`config.mk`:
```
export PLATFORM = sky130hd
export DESIGN_NAME = phase_readout
export DESIGN_NICKNAME = d
export VERILOG_FILES = /design/src/rtl/phase_readout.sv
export SDC_FILE = /design/constraint.sdc
export NUM_CORES = 1
export LEC_CHECK = 0
export CORE_ASPECT_RATIO = 1.5
export CORE_MARGIN = 4
export CORE_UTILIZATION = 55
export DETAILED_ROUTE_END_ITERATION = 10
export PLACE_DENSITY = 0.77
export SYNTH_ARGS = -nofsm -noshare
export SYNTH_HDL_FRONTEND = slang
export SYNTH_SLANG_ARGS = --single-unit
```
`constraint.sdc`:
```
create_clock -name clk -period 5.18 [get_ports clk]
set_clock_uncertainty 0.2 [all_clocks]
set_input_delay 1.036 -clock clk [delete_from_list [all_inputs] [get_ports clk]]
set_output_delay 1.036 -clock clk [all_outputs]
set_load 0.1 [all_outputs]
```
`src/rtl/phase_readout.sv`:
```
// Samples NUM_OSC async oscillator phases, counts mismatches against osc 0 over a window and
// resolves spins by majority; registered read port. Macro PHASE_READOUT_CNT_EN exposes live counters.
module phase_readout #(
  parameter int          NUM_OSC = 8,
  parameter int          CNT_W   = 16,
  parameter logic [31:0] ADDR    = 32'h0001_0000
) (
  input  logic               clk,
  input  logic               axi_rstn,
  input  logic [NUM_OSC-1:0] osc_in,
  input  logic               start,
  input  logic [CNT_W-1:0]   window_len,
  output logic               busy,
  output logic               done,
  output logic [NUM_OSC-1:0] spins,
  input  logic               rd_en,
  input  logic [31:0]        rd_addr,
  output logic               rd_valid,
  output logic [31:0]        rd_data
);

  typedef enum logic [1:0] {IDLE, SAMPLE, RESOLVE} state_e;

  state_e             state_q, state_d;
  logic [NUM_OSC-1:0] sync1_q, sync1_d, sync2_q, sync2_d;
  logic [NUM_OSC-1:0] spins_q, spins_d;
  logic [CNT_W-1:0]   win_q, win_d, rem_q, rem_d;
  logic [CNT_W-1:0]   cnt_q [1:NUM_OSC-1];
  logic [CNT_W-1:0]   cnt_d [1:NUM_OSC-1];
  logic               done_q, done_d, sticky_q, sticky_d;
  logic               rd_valid_q, rd_valid_d;
  logic [31:0]        rd_data_q, rd_data_d, off;
  logic               in_sample, start_ok, status_rd;

  // done_q keeps busy high for the result cycle so a start there is dropped
  assign in_sample = (state_q == SAMPLE);
  assign busy      = (state_q != IDLE) | done_q;
  assign start_ok  = start & ~busy;
  assign done      = done_q;
  assign spins     = spins_q;
  assign rd_valid  = rd_valid_q;
  assign rd_data   = rd_data_q;

  always_ff @(posedge clk or negedge axi_rstn) begin
    if (!axi_rstn) begin
      state_q    <= IDLE;
      sync1_q    <= '0;
      sync2_q    <= '0;
      spins_q    <= '0;
      win_q      <= '0;
      rem_q      <= '0;
      done_q     <= 1'b0;
      sticky_q   <= 1'b0;
      rd_valid_q <= 1'b0;
      rd_data_q  <= '0;
      for (int i = 1; i < NUM_OSC; i++) cnt_q[i] <= '0;
    end else begin
      state_q    <= state_d;
      sync1_q    <= sync1_d;
      sync2_q    <= sync2_d;
      spins_q    <= spins_d;
      win_q      <= win_d;
      rem_q      <= rem_d;
      done_q     <= done_d;
      sticky_q   <= sticky_d;
      rd_valid_q <= rd_valid_d;
      rd_data_q  <= rd_data_d;
      cnt_q      <= cnt_d;
    end
  end

  always_comb begin
    state_d = state_q;
    case (state_q)
      IDLE:    if (start_ok) state_d = SAMPLE;
      SAMPLE:  if (rem_q == CNT_W'(1)) state_d = RESOLVE;
      RESOLVE: state_d = IDLE;
      default: state_d = IDLE;
    endcase
  end

  always_comb begin
    sync1_d = osc_in;
    sync2_d = sync1_q;
    win_d   = win_q;
    rem_d   = rem_q;
    cnt_d   = cnt_q;
    spins_d = spins_q;
    done_d  = (state_q == RESOLVE);

    if (start_ok) begin
      win_d = (window_len == '0) ? CNT_W'(1) : window_len;
      rem_d = win_d;
      for (int i = 1; i < NUM_OSC; i++) cnt_d[i] = '0;
    end

    if (in_sample) begin
      rem_d = rem_q - CNT_W'(1);
      for (int i = 1; i < NUM_OSC; i++)
        cnt_d[i] = cnt_q[i] + CNT_W'(sync2_q[i] ^ sync2_q[0]);
    end

    // Strict majority at CNT_W+1 bits; a tie resolves to 0
    if (state_q == RESOLVE) begin
      spins_d = '0;
      for (int i = 1; i < NUM_OSC; i++)
        spins_d[i] = ({cnt_q[i], 1'b0} > {1'b0, win_q});
    end
  end

  always_comb begin
    off        = rd_addr - ADDR;
    status_rd  = rd_en && (off == 32'd4);
    sticky_d   = (state_q == RESOLVE) | (sticky_q & ~status_rd);
    rd_valid_d = rd_en;
    rd_data_d  = '0;
    if (rd_en) begin
      case (off)
        32'd0:   rd_data_d = 32'(spins_q);
        32'd4:   rd_data_d = {29'b0, sticky_q, busy, in_sample};
        32'd8:   rd_data_d = 32'(win_q);
        default: rd_data_d = '0;
      endcase
`ifdef PHASE_READOUT_CNT_EN
      for (int i = 1; i < NUM_OSC; i++)
        if (off == 32'(12 + 4 * i)) rd_data_d = 32'(cnt_q[i]);
`endif
    end
  end

endmodule

```
==> metrics <==
crit path max fanout=4; Max clock buf depth=2; final setup margin=~1.6 ns; Initial DRC Count=776; Mapped Area=10900 sq um; crit end category=output port; Layout fillers=roughly 1600; WHS=about 0.15 ns; grt ovf=0; synth-to-layout area growth=15.3%; pins over their slew limit=0; root buffer cell=clkbuf_16; Final Non-Filler Cells=1515; hold path endpoint=sync2_q[3]; global placement routability congestion=0.837; Worst Setup Start Kind=register; ANT nets after route=0; status=complete, no violations; Worst Hold Launch=sync1_q[3]; placement row count=between 60 and 70; area occupied by registers=~4700 sq um; Ports=between 100 and 150; GRT Total Usage=a little over a quarter; Max H-tree Level=4; multi-input logic area=5880 sq um; Placed Cells=around 1500; Yosys warnings=0; max_slew headroom=32.7%; Main synth FF type=dfrtp_1; CTS tree=built; number of antenna diodes=0; Setup Crit Path Kind=register to output port; hold path depth=0; final setup fails=0; IR drop worst, VDD=0.000219 V; drc violations=0; Leak Pwr=roughly 0.0057 uW; EDFF count, synth=0; drt first pass iters=5; worst min path class=register to register; R2R Setup Slk=2.38 ns; die height=180 microns; clk slew on worst S/H paths=around 0.080 ns; PostCTS Resize Cnt=0; cell count after synthesis=about 1200; Slew @ Worst Pin=slightly above 1 ns; Final Hold Fails=0; Finished Cell Area=approximately 13000 sq um; number of CTS-inserted buffers=17; Critical Path AT=about 2.4 ns; post-route minimum period=between 3 and 4 ns; DRT Wirelength=around 28000 microns; TritonCTS Sinks=188; placed cell area=between 10000 and 15000 sq um; vias per inst=a little over 6; Routed WL per cell=18.4 microns; DR vias=9444; Distinct cells, synth=57; r2r worst-path depth=8; share of cells above drive strength 1=roughly 4.5%; initial core utilization=a little under three fifths; clock latency on the worst-skew pair=about 0.44 ns; FMAX=279 MHz; largest net degree at the start of global routing=approximately 120; Avg Inst Size Synth=9.28 sq um; initial antenna violation count=0; fraction of registers with async set/reset=between 90% and 100%; vias in the first global route=roughly 9200; RSZ-0062 raised after global routing=no; Post-CTS Setup Inserts=0; DIE WIDTH=about 120 microns; hpwl dp=roughly 19000 microns; synthesized flop and latch total=between 150 and 200; Post-CTS Hold Fix Bufs=0; first-pass GRT wire length=between 40000 and 50000 microns; die footprint=~22000 sq um; worst r2r dst=rem_q[8]; max_cap viols=0; power per cell area=about 360 nW/um^2; Setup TNS=0 ns; Core Region=a little under 20000 sq um; r2r startpoint=state_q[1]; nets=about 1400; Required @ worst endpoint=3.94 ns; IO buf count=85; post-synthesis sequential area ratio=between 40% and 50%; dpl ws=~1.7 ns; final cycle utilization of the critical path=roughly 69%
final cells by class:
cell class | count | share of cell area (%)
clock buffer | 17 | 3.38
clock inverter | 15 | 1.58
inverter | 30 | 0.896
multi-input combinational | 916 | 46.8
sequential | 188 | 37.4
tap | 256 | 2.55
timing repair buffer | 93 | 7.38
worst max-delay path by stage:
stage / endpoint / startpoint / cells after the start
5_1_grt: busy / state_q[1] / 4
2_1_floorplan: busy / done / 2
4_1_cts: busy / state_q[1] / 4
3_3_place_gp: rd_data[9] / rd_addr[24] / 6
6_report: busy / state_q[1] / 4
3_5_place_dp: rd_data[9] / rd_addr[24] / 6
cells in the mapped netlist (all sizes together), types with 3 or more instances:
master	count	share of area [%]
nand4	35	2.0
nor2	72	2.5
a211o	3	0.24
and4	4	0.32
a21o	12	0.83
inv	29	1.0
a2111oi	5	0.40
a2bb2oi	4	0.32
or3	4	0.23
o21ai	138	6.3
a211oi	11	0.76
nor4b	3	0.30
o211ai	22	1.6
buf	23	1.4
a21oi	50	2.3
or4	8	0.62
o311ai	5	0.40
nor3	23	1.1
clkbuf	34	1.2
nand2	145	5.0
dfrtp	188	43
and3	17	0.98
o31ai	23	1.6
or2	6	0.34
xor2	8	0.64
nor4	22	1.3
mux2i	23	2.1
ha	121	14
nand2b	8	0.46
a31oi	10	0.57
and2	7	0.40
nand3	89	4.1
critical path: stages, from the launching register on:
cell             delay (ns)
dfrtp_1                0.44
nor3_1                 0.26
buf_4                  0.21
inv_1                  0.04
clkdlybuf4s50_1        0.95
stage by stage:
stage          utilization [%]  total power, uW
2_1_floorplan                -             2770
3_3_place_gp              61.8             3040
3_5_place_dp              61.8             3100
4_1_cts                   65.1             4490
5_1_grt                   65.1             4800
6_report                  65.1             4480
report_power, final:
part / internal [uW] / switching (uW) / leakage [uW] / total [uW]
Clock: 743 / 648 / 0.000307 / 1390
Combinational: 407 / 540 / 0.00322 / 947
Sequential: 1750 / 390 / 0.00217 / 2140
cell families after synthesis:
family	synth area share, %
mux	2.11
fa+ha+maj	13.9
other cells	0.0344
compound gates	16.9
flops	43.2
buf+inv	3.59
simple gates	19.7
xor+xnor	0.643
registers in the layout (all words and copies together), names as in the netlist:
name,count
cnt_q,112
sync1_q,8
rd_data,16
spins,7
sticky_q,1
state_q,2
win_q,16
rd_valid,1
sync2_q,8
done,1
rem_q,16
cell usage in the layout (no fill, tap or decap), types with 7 or more instances in the layout:
cell type | netlist | final
dfrtp_1 | 188 | 188
nand3_1 | 88 | 88
mux2i_1 | 23 | 23
buf_4 | 17 | 7
nor4_1 | 22 | 22
nand2b_1 | 8 | 7
a211oi_1 | 11 | 11
nor2_1 | 72 | 71
conb_1 | 1 | 17
a21o_1 | 12 | 12
o21ai_0 | 138 | 138
clkbuf_16 | 0 | 17
o31ai_1 | 23 | 23
inv_1 | 29 | 29
ha_1 | 121 | 121
and3_1 | 17 | 17
xor2_1 | 8 | 8
o211ai_1 | 21 | 21
nand4_1 | 35 | 35
nor3_1 | 23 | 23
clkdlybuf4s50_1 | 0 | 84
nand2_1 | 145 | 144
a21oi_1 | 50 | 50
a31oi_1 | 10 | 10
metal layers:
| metal | part of all wire [%] | track usage (%) |
|---|---|---|
| met3 | 6.3 | 4.37 |
| met2 | 49 | 43.5 |
| met5 | 0 | 0 |
| met4 | 4.1 | 12.1 |
| met1 | 40 | 33.1 |
Note: power is estimated with default switching activity, not from simulation.
